File: config.mk
export PLATFORM = sky130hd
export DESIGN_NAME = frame_buffer_arbiter
export DESIGN_NICKNAME = d
export VERILOG_FILES = /design/src/rtl/frame_buffer_arbiter.sv
export SDC_FILE = /design/constraint.sdc
export NUM_CORES = 1
export LEC_CHECK = 0
export ABC_CLOCK_PERIOD_IN_PS = 18300
export CAP_MARGIN = 40
export CORE_AREA = 2 2 187 189
export CTS_CLUSTER_DIAMETER = 50
export CTS_CLUSTER_SIZE = 24
export DETAILED_ROUTE_END_ITERATION = 10
export DIE_AREA = 0 0 189 191
export DONT_BUFFER_PORTS = 1
export PLACE_DENSITY = 0.8
export SLEW_MARGIN = 40
export SYNTH_ARGS = -nofsm -noshare
export SYNTH_HDL_FRONTEND = slang
export SYNTH_SLANG_ARGS = --single-unit
File: constraint.sdc
create_clock -name clk_i -period 18.3 [get_ports clk_i]
set_clock_uncertainty 0.2 [all_clocks]
set_input_delay 3.66 -clock clk_i [delete_from_list [all_inputs] [get_ports clk_i]]
set_output_delay 3.66 -clock clk_i [all_outputs]
set_load 0.005 [all_outputs]
File: src/rtl/frame_buffer_arbiter.sv
// Shares one single-port pixel memory between a camera write stream and an HDMI read stream.
// Triple-buffered banks with round-robin burst arbitration; one idle cycle separates bursts.
module frame_buffer_arbiter #(
  parameter int unsigned ADDR_WIDTH = 32,
  parameter int unsigned DATA_WIDTH = 16,
  parameter int unsigned BURST_LEN  = 16
) (
  input  logic                  clk_i,
  input  logic                  resetn_i,
  input  logic [15:0]           resolution_width_i,
  input  logic [15:0]           resolution_depth_i,
  input  logic                  empty_i,
  input  logic                  full_i,
  output logic                  wr_pop_o,
  output logic                  mem_en_o,
  output logic                  mem_we_o,
  output logic [ADDR_WIDTH-1:0] mem_addr_o,
  output logic                  rd_push_o,
  output logic [1:0]            wr_bank_o,
  output logic [1:0]            rd_bank_o,
  output logic                  frame_wr_done_o,
  output logic                  frame_rd_done_o
);

  localparam int unsigned BeatW = (BURST_LEN > 1) ? $clog2(BURST_LEN) : 1;
  localparam logic [BeatW-1:0] BeatLast = BeatW'(BURST_LEN - 1);

  if (BURST_LEN < 1 || DATA_WIDTH < 1) begin : g_bad_params
    $error("frame_buffer_arbiter: BURST_LEN and DATA_WIDTH must be at least 1");
  end

  typedef enum logic [1:0] {StIdle, StWrite, StRead} state_e;

  state_e                  state_q, state_d;
  logic [ADDR_WIDTH-1:0]   wr_cnt_q, wr_cnt_d;
  logic [ADDR_WIDTH-1:0]   rd_cnt_q, rd_cnt_d;
  logic [BeatW-1:0]        beat_q, beat_d;
  logic [ADDR_WIDTH-1:0]   frame_size_q, frame_size_d;
  logic                    fs_valid_q;
  logic [1:0]              wr_bank_q, wr_bank_d;
  logic [1:0]              rd_bank_q, rd_bank_d;
  logic [1:0]              latest_q, latest_d;
  logic                    rd_valid_q, rd_valid_d;
  logic                    last_rd_q, last_rd_d;
  logic                    rd_push_q;

  logic [31:0]             fs_full;
  logic [ADDR_WIDTH-1:0]   fs_new;
  logic [ADDR_WIDTH-1:0]   wr_fs;
  logic                    wr_req, rd_req;
  logic                    wr_beat, rd_beat;
  logic                    fs_latch, wr_first;
  logic                    wr_last, rd_last;

  function automatic logic [ADDR_WIDTH-1:0] bank_base(input logic [1:0]            bank,
                                                      input logic [ADDR_WIDTH-1:0] fs);
    case (bank)
      2'd1:    bank_base = fs;
      2'd2:    bank_base = fs << 1;
      default: bank_base = '0;
    endcase
  endfunction

  // Lowest-numbered bank that is neither a nor b.
  function automatic logic [1:0] free_bank(input logic [1:0] a, input logic [1:0] b);
    if (a != 2'd0 && b != 2'd0) begin
      free_bank = 2'd0;
    end else if (a != 2'd1 && b != 2'd1) begin
      free_bank = 2'd1;
    end else begin
      free_bank = 2'd2;
    end
  endfunction

  assign fs_full = {16'd0, resolution_width_i} * {16'd0, resolution_depth_i};
  assign fs_new  = ADDR_WIDTH'(fs_full);

  assign wr_req   = !empty_i;
  assign rd_req   = rd_valid_q && !full_i;
  assign wr_beat  = (state_q == StWrite) && wr_req;
  assign rd_beat  = (state_q == StRead) && rd_req;
  assign wr_first = wr_beat && (wr_cnt_q == '0);
  assign fs_latch = !fs_valid_q || wr_first;
  // The first beat of a frame already uses the freshly latched size.
  assign wr_fs    = wr_first ? fs_new : frame_size_q;
  assign wr_last  = wr_beat && (wr_cnt_q == wr_fs - ADDR_WIDTH'(1));
  assign rd_last  = rd_beat && (rd_cnt_q == frame_size_q - ADDR_WIDTH'(1));

  always_comb begin
    mem_addr_o = '0;
    if (wr_beat) begin
      mem_addr_o = bank_base(wr_bank_q, wr_fs) + wr_cnt_q;
    end else if (rd_beat) begin
      mem_addr_o = bank_base(rd_bank_q, frame_size_q) + rd_cnt_q;
    end
  end

  assign mem_en_o        = wr_beat || rd_beat;
  assign mem_we_o        = wr_beat;
  assign wr_pop_o        = wr_beat;
  assign rd_push_o       = rd_push_q;
  assign wr_bank_o       = wr_bank_q;
  assign rd_bank_o       = rd_bank_q;
  assign frame_wr_done_o = wr_last;
  assign frame_rd_done_o = rd_last;

  // Bank rotation and frame bookkeeping.
  always_comb begin
    wr_cnt_d     = wr_cnt_q;
    rd_cnt_d     = rd_cnt_q;
    frame_size_d = fs_latch ? fs_new : frame_size_q;
    rd_bank_d    = rd_bank_q;
    wr_bank_d    = wr_bank_q;
    latest_d     = latest_q;
    rd_valid_d   = rd_valid_q;

    if (wr_beat) begin
      wr_cnt_d = wr_last ? '0 : wr_cnt_q + ADDR_WIDTH'(1);
    end
    if (rd_beat) begin
      rd_cnt_d = rd_last ? '0 : rd_cnt_q + ADDR_WIDTH'(1);
    end

    // The very first completed frame goes straight to the display; nothing was being read.
    if (wr_last && (!rd_valid_q || rd_last)) begin
      rd_bank_d = wr_bank_q;
    end else if (rd_last) begin
      rd_bank_d = latest_q;
    end

    if (wr_last) begin
      latest_d   = wr_bank_q;
      rd_valid_d = 1'b1;
      wr_bank_d  = free_bank(wr_bank_q, rd_bank_d);
    end
  end

  always_comb begin
    state_d   = state_q;
    beat_d    = beat_q;
    last_rd_d = last_rd_q;
    unique case (state_q)
      StIdle: begin
        if (wr_req && rd_req) begin
          state_d = last_rd_q ? StWrite : StRead;
          beat_d  = '0;
        end else if (wr_req) begin
          state_d = StWrite;
          beat_d  = '0;
        end else if (rd_req) begin
          state_d = StRead;
          beat_d  = '0;
        end
      end
      StWrite: begin
        if (!wr_req || wr_last || beat_q == BeatLast) begin
          state_d   = StIdle;
          last_rd_d = 1'b0;
        end else begin
          beat_d = beat_q + BeatW'(1);
        end
      end
      StRead: begin
        if (!rd_req || rd_last || beat_q == BeatLast) begin
          state_d   = StIdle;
          last_rd_d = 1'b1;
        end else begin
          beat_d = beat_q + BeatW'(1);
        end
      end
      default: state_d = StIdle;
    endcase
  end

  always_ff @(posedge clk_i or negedge resetn_i) begin
    if (!resetn_i) begin
      state_q      <= StIdle;
      wr_cnt_q     <= '0;
      rd_cnt_q     <= '0;
      beat_q       <= '0;
      frame_size_q <= '0;
      fs_valid_q   <= 1'b0;
      wr_bank_q    <= 2'd0;
      rd_bank_q    <= 2'd2;
      latest_q     <= 2'd0;
      rd_valid_q   <= 1'b0;
      last_rd_q    <= 1'b1;
      rd_push_q    <= 1'b0;
    end else begin
      state_q      <= state_d;
      wr_cnt_q     <= wr_cnt_d;
      rd_cnt_q     <= rd_cnt_d;
      beat_q       <= beat_d;
      frame_size_q <= frame_size_d;
      fs_valid_q   <= 1'b1;
      wr_bank_q    <= wr_bank_d;
      rd_bank_q    <= rd_bank_d;
      latest_q     <= latest_d;
      rd_valid_q   <= rd_valid_d;
      last_rd_q    <= last_rd_d;
      rd_push_q    <= rd_beat;
    end
  end

endmodule

==> summary.md, run 1 <==
| Metric | Value |
|---|---|
| Yosys top cell by area | `fa_1` |
| Slew @ Worst Pin | `861.9 ps` |
| Detail Route Antenna Nets | `0` |
| Core Rows | `68` |
| CTS sink cnt | `112` |
| Most common cell after layout, fill and taps aside | `nand2_1` |
| Die Span Y | `roughly 190 um` |
| Largest net degree at the start of global routing | `~110` |
| # setup viols final | `0` |
| Crit-path slowest cell | `fa_1` |
| Setup CP Type | `input pin to output port` |
| First-pass GRT wire length | `between 100 and 150 mm` |
| Final Net Count | `3018` |
| Static leakage | `between 10 and 15 nW` |
| Power density over the cells | `183.9 nW/um^2` |
| WP data arrival | `12530 ps` |
| Setup Buffers After CTS | `0` |
| Routed WL | `62.91 mm` |
| 1st-iter DRT viols | `approximately 1500` |
| Total number of vias | `19430` |
| Fmax | `just over 60 MHz` |
| Die X | `189 um` |
| Initial Utilization | `between 60% and 70%` |
| VDD IR max | `between 0.2 and 0.25 mV` |
| H-Tree Depth | `3` |
| TritonCTS Buffers | `9` |
| Hold depth | `2` |
| Critical Path Start Type | `input pin` |
| Hold bufs inserted after CTS | `0` |
| Post-layout util | `about two thirds` |
| HP Class | `flip-flop to flip-flop` |
| Max_cap viols | `0` |
| Clock root buffer | `clkbuf_16` |
| Synthesized area per cell | `8.044 sq um` |
| Clk slew on worst S/H paths | `80 ps` |
| GP Congestion | `0.9523` |
| Worst Path Buf+Inv | `4` |
| DRC Markers | `0` |
| Clk Latency, worst-skew pair | `380 ps` |
| Mapped Nets | `approximately 3100` |
| CP max FO | `16` |
| Share of the synthesized area in the top cell type | `17.95%` |
| Async SR Flop Fraction | `100.0%` |
| Max Transition Viols Final | `0` |
| PortBufs | `0` |
| Via-per-instance ratio | `6.338` |
| Synth Register Bits | `~110` |
| Top cell by count, worst path | `fa_1` |
| Antenna cells | `0` |
| Most frequent cells in the layout | `315 x nand2_1, 289 x inv_1, 196 x fa_1` |
| Mapped Area | `between 20000 and 25000 sq um` |
| Post-route setup TNS | `0 ps` |
| Dominant cells by area after synthesis | `fa_1 18%, dfrtp_1 13%, ha_1 10%` |
| Most used DFF post-synth | `dfrtp_1` |
| # resized after CTS | `0` |
| GRT Overall Usage | `approximately 36%` |
| Vias in the first global route | `slightly below 20000` |
| Initial antenna violation count | `0` |
| Worst EP required | `around 14000 ps` |
| CTS tree | `done` |
| Critical Path End Type | `output port` |
| Post-synth cell types | `~100` |
| Post-Synthesis Cells | `between 2000 and 3000` |
| Max incr delay on CP | `550 ps` |
| Sequential area share after synthesis | `between 10% and 20%` |
| Area grow syn2layout | `1.963%` |
| Final period util | `between 80% and 90%` |
| HPWL after DPL | `50.69 mm` |
| Rel. slew slack | `about two fifths` |
| Yosys warnings | `0` |
| Kind of cell adding the most delay to the critical path | `adder cells` |
| Congestion Overflow GR | `0` |
| Final min period | `around 16000 ps` |
| Core footprint | `34120 sq um` |
| IO Count | `78` |
| RSZ-0062 raised after global routing | `no` |
| Hold Fails Final Rpt | `0` |
| Max clock buf depth | `2` |
| Pre-antenna DRT Iters | `6` |
| Die footprint | `36100 sq um` |
| Layout cells sized above 1 | `roughly 3.9%` |
| Outcome | `complete, no violations` |
| Drt wl/cell | `20.53 um` |
| Reg2reg path depth | `21` |
| CP Depth | `34` |
| Number of synthesized flops with an enable pin | `0` |
[synthesized netlist by cell type, drive strengths merged, types with 19 or more instances]
library cell and n:
nand2 317, o21ai 94, nor4 32, a21o 29, xor2 92, nand4 34, clkbuf 113, a31oi 25
o21a 19, a22o 36, a22oi 30, dfrtp 110, o31ai 26, inv 289, a21oi 88, nand2b 31
nor2b 44, and2 142, ha 181, fa 196, xnor2 102, o211ai 25, nor2 171, o22ai 24
buf 26, or3 30, nand3 63, nor3 70, and3 36
[cell families (layout without fill, tap and decap cells)]
family / Yosys count / after routing / share of synthesized area, %
simple gates: 1053 / 1053 / 25.18
compound gates: 529 / 529 / 16.99
buf+inv: 428 / 320 / 7.571
fa+ha+maj: 377 / 377 / 28.30
xor+xnor: 196 / 196 / 7.978
flops: 112 / 112 / 12.83
mux: 22 / 22 / 1.133
other cells: 1 / 1 / 0.01715
[path summary, 6_finish.rpt]
kind / start / endpoint / slack [ps]
setup / recovery: resolution_depth_i[4] / mem_addr_o[31] / 1910
hold / removal: beat_q[1] / beat_q[1] / 370
setup reg to reg: wr_cnt_q[1] / state_q[1] / 11320
hold reg to reg: beat_q[1] / beat_q[1] / 370
max in group asynchronous: resetn_i / rd_bank_o[1] / 14850
min in group asynchronous: resetn_i / rd_cnt_q[1] / 2770
[stage by stage]
step	worst slack (ps)	total power, mW	std cells	hold slack [ps]	area, sq um
finish	1908	4.099	3065	367.5	22290
detailed placement	1964	3.814	3049	335.4	21990
floorplan	2858	3.045	2718	298.9	21860
CTS	1908	4.056	3065	352.8	22290
global route	1347	4.541	3065	383.0	22290
global placement	2050	3.765	3049	326.5	21990
[area by class of cell]
cell class | instances | area [sq um]
multi-input combinational | 2178 | 17420
sequential | 112 | 2805
clock buffer | 10 | 229.0
timing repair buffer | 15 | 112.6
fill | 2951 | 11830
clock inverter | 6 | 67.56
inverter | 289 | 1085
tap | 455 | 569.3
[where the power goes]
| part | internal (mW) | total [mW] | switching (mW) |
|---|---|---|---|
| combinational | 1.27 | 3.45 | 2.18 |
| sequential | 0.304 | 0.438 | 0.134 |
| clock | 0.107 | 0.212 | 0.105 |
| total | 1.68 | 4.10 | 2.41 |
[worst min-delay path, stage by stage, from the launching register on]
cell	delay (ps)
dfrtp_1	370
o21ai_0	90
o21ai_0	70
[sequential cells by signal, indices dropped and copies added (netlist names)]
| signal | flops |
|---|---|
| fs_valid_q | 1 |
| frame_size_q | 32 |
| rd_push_o | 1 |
| rd_bank_o | 2 |
| rd_valid_q | 1 |
| wr_bank_o | 2 |
| beat_q | 4 |
| last_rd_q | 1 |
| rd_cnt_q | 32 |
| state_q | 2 |
| wr_cnt_q | 32 |
| latest_q | 2 |
[per-layer routing]
metal / vias to the layer above / wire [um] / GRT usage [%]
li1: 9101 / - / -
met2: 819 / 29840 / 60.50
met3: 152 / 4436 / 4.608
met1: 9355 / 25920 / 46.12
met4: 0 / 2709 / 14.45
met5: - / 0 / 0
Power figures use the tool's default switching activity.
==> inputs of run 2 (changes only) <==
--- a/config.mk
+++ b/config.mk
@@ -7,13 +7,12 @@
 export LEC_CHECK = 0
 export ABC_CLOCK_PERIOD_IN_PS = 18300
 export CAP_MARGIN = 40
-export CORE_AREA = 2 2 187 189
+export CORE_AREA = 2 2 243 245
 export CTS_CLUSTER_DIAMETER = 50
 export CTS_CLUSTER_SIZE = 24
 export DETAILED_ROUTE_END_ITERATION = 10
-export DIE_AREA = 0 0 189 191
+export DIE_AREA = 0 0 245 247
 export DONT_BUFFER_PORTS = 1
-export PLACE_DENSITY = 0.8
 export SLEW_MARGIN = 40
 export SYNTH_ARGS = -nofsm -noshare
 export SYNTH_HDL_FRONTEND = slang
==> run 2 against run 1 <==
First-iteration DRC count shrank 6.2%. Final area grew 1.8%. Wire length increased by 12%. Flip-flop and latch count stayed put. Clock-buffer cell count increased by 2. Critical endpoint unchanged. Global-route usage fell by 12 points. Utilization fell by 26 points. Maximum frequency down 0.31%. Sequential share of layout area down 0.22 points. Non-clock buffer count unchanged. Clock power is 5% lower. Combinational power is 2% higher.
==> summary.md, run 2 (same netlist as run 1, synthesis figures left out) <==
| Metric | Value |
|---|---|
| Post-layout util | `38.95% (-26 points)` |
| Final min period | `16440 ps (+50.15 ps)` |
| PortBufs | `0 (unchanged)` |
| Clock root buffer | `clkbuf_16` |
| HPWL after DPL | `56.32 mm (+11%)` |
| Hold bufs inserted after CTS | `0 (unchanged)` |
| Detail Route Antenna Nets | `0 (unchanged)` |
| Outcome | `complete, no violations` |
| Largest net degree at the start of global routing | `113 (unchanged)` |
| Routed WL | `70.21 mm (+12%)` |
| Clk slew on worst S/H paths | `70 ps (about the same)` |
| CP max FO | `16 (unchanged)` |
| Setup CP Type | `input pin to output port` |
| Static leakage | `10.32 nW (about the same)` |
| Via-per-instance ratio | `5.744 (-9.4%)` |
| Critical R2R Capture | `wr_bank_o[1]` |
| Vias in the first global route | `19300 (-0.68%)` |
| VDD IR max | `0.1980 mV (-9.0%)` |
| Crit-path slowest cell | `fa_1` |
| Critical Path End Type | `output port` |
| Slew @ Worst Pin | `936.7 ps (+74.83 ps)` |
| Reg2reg path depth | `22 (+4.8%)` |
| Worst EP required | `14440 ps (about the same)` |
| Area grow syn2layout | `3.748%` |
| IO Count | `78 (unchanged)` |
| CTS tree | `done` |
| Die Span Y | `247 um (+29%)` |
| H-Tree Depth | `3 (unchanged)` |
| HP Class | `flip-flop to flip-flop` |
| Drt wl/cell | `20.75 um (+1.1%)` |
| Most frequent cells in the layout | `315 x nand2_1, 289 x inv_1, 196 x fa_1` |
| Fmax | `60.82 MHz (-0.31%)` |
| Power density over the cells | `183.7 nW/um^2 (about the same)` |
| Initial Utilization | `37.54% (-27 points)` |
| Final period util | `89.85% (+0.27 points)` |
| Final Net Count | `3018 (unchanged)` |
| Max incr delay on CP | `550 ps (about the same)` |
| Critical Path Source | `resolution_depth_i[4]` |
| First-pass GRT wire length | `111.7 mm (+8.8%)` |
| DRC Markers | `0 (unchanged)` |
| Clk Latency, worst-skew pair | `390 ps (about the same)` |
| Layout cells sized above 1 | `3.870% (unchanged)` |
| Total number of vias | `19440 (+0.057%)` |
| Max_cap viols | `0 (unchanged)` |
| Most common cell after layout, fill and taps aside | `nand2_1` |
| # setup viols final | `0 (unchanged)` |
| Hold wc startpoint | `last_rd_q` |
| Post-route setup TNS | `0 ps (unchanged)` |
| GP Congestion | `0.9499 (-0.25%)` |
| Die footprint | `60520 sq um (+68%)` |
| Biggest regs | `frame_size_q: 32 flops, rd_cnt_q: 32 flops, wr_cnt_q: 32 flops` |
| Die X | `245 um (+30%)` |
| Congestion Overflow GR | `0 (unchanged)` |
| Hold depth | `1 (-1)` |
| Hold worst-path end | `last_rd_q` |
| Core Rows | `89 (+31%)` |
| Hold Fails Final Rpt | `0 (unchanged)` |
| Max Transition Viols Final | `0 (unchanged)` |
| # resized after CTS | `0 (unchanged)` |
| CTS sink cnt | `112 (unchanged)` |
| 1st-iter DRT viols | `1376 (-6.2%)` |
| Critical Path Start Type | `input pin` |
| Top cell by count, worst path | `fa_1` |
| R2R Setup Slk | `10700 ps (-620 ps)` |
| Max clock buf depth | `2 (unchanged)` |
| Core footprint | `58240 sq um (+71%)` |
| Rel. slew slack | `37.39% (-3.7 points)` |
| Setup Buffers After CTS | `0 (unchanged)` |
| RSZ-0062 raised after global routing | `no` |
| RR Startpoint | `state_q[1]` |
| Initial antenna violation count | `0 (unchanged)` |
| WP data arrival | `12580 ps (+50 ps)` |
| Pre-antenna DRT Iters | `7 (+1)` |
| GRT Overall Usage | `23.51% (-12 points)` |
| TritonCTS Buffers | `9 (unchanged)` |
run 2: report_power, final:
| part | total, mW | internal [mW] | switching, mW |
|---|---|---|---|
| registers | 0.440 | 0.304 | 0.137 |
| logic | 3.53 | 1.29 | 2.24 |
| clock network | 0.201 | 0.0938 | 0.107 |
| total | 4.17 | 1.68 | 2.48 |
run 2: critical path, delay by kind of cell:
family,cells,cell delay [ps]
buffers and inverters,4,200
AND/OR/NAND/NOR,8,1840
AO/OA/AOI/OAI,13,2880
adder cells (fa/ha/maj),8,3770
XOR/XNOR,1,200
run 2: routing by layer:
| layer | up-vias | wire [um] | global-route usage (%) | part of all wire (%) |
|---|---|---|---|---|
| li1 | 9093 | - | - | - |
| met1 | 9684 | 31320 | 31.30 | 45 |
| met2 | 565 | 32680 | 39.14 | 47 |
| met3 | 96 | 3689 | 2.854 | 5.3 |
| met4 | 0 | 2511 | 8.537 | 3.6 |
| met5 | - | 0 | 0 | 0 |
run 2: metrics by stage:
stage          area [sq um]  cells  total power, mW  hold slack [ps]  setup WS (ps)
3_5_place_dp          22410   3367            3.904            341.8           1915
4_1_cts               22680   3383            4.137            361.4           1919
3_3_place_gp          22380   3366            3.868            335.1           2115
5_1_grt               22680   3383            4.611            387.3           1318
6_report              22680   3384            4.167            368.1           1858
2_1_floorplan         21860   2718            3.045            298.9           2858
run 2: area by class of cell:
type	count	area [sq um]
clock inverter	4	31.28
fill	6023	35560
inverter	289	1085
clock buffer	12	236.5
sequential	112	2805
multi-input combinational	2178	17450
tap	773	967.2
antenna	1	2.502
timing repair buffer	15	110.1
run 2: worst max-delay path by stage:
| stage | to | slack (ps) | cells after the start |
|---|---|---|---|
| 3_3_place_gp | mem_addr_o[31] | 2110 | 34 |
| 6_report | mem_addr_o[31] | 1860 | 34 |
| 5_1_grt | mem_addr_o[31] | 1320 | 34 |
| 2_1_floorplan | mem_addr_o[31] | 2860 | 35 |
| 3_5_place_dp | mem_addr_o[31] | 1920 | 34 |
| 4_1_cts | mem_addr_o[31] | 1920 | 34 |
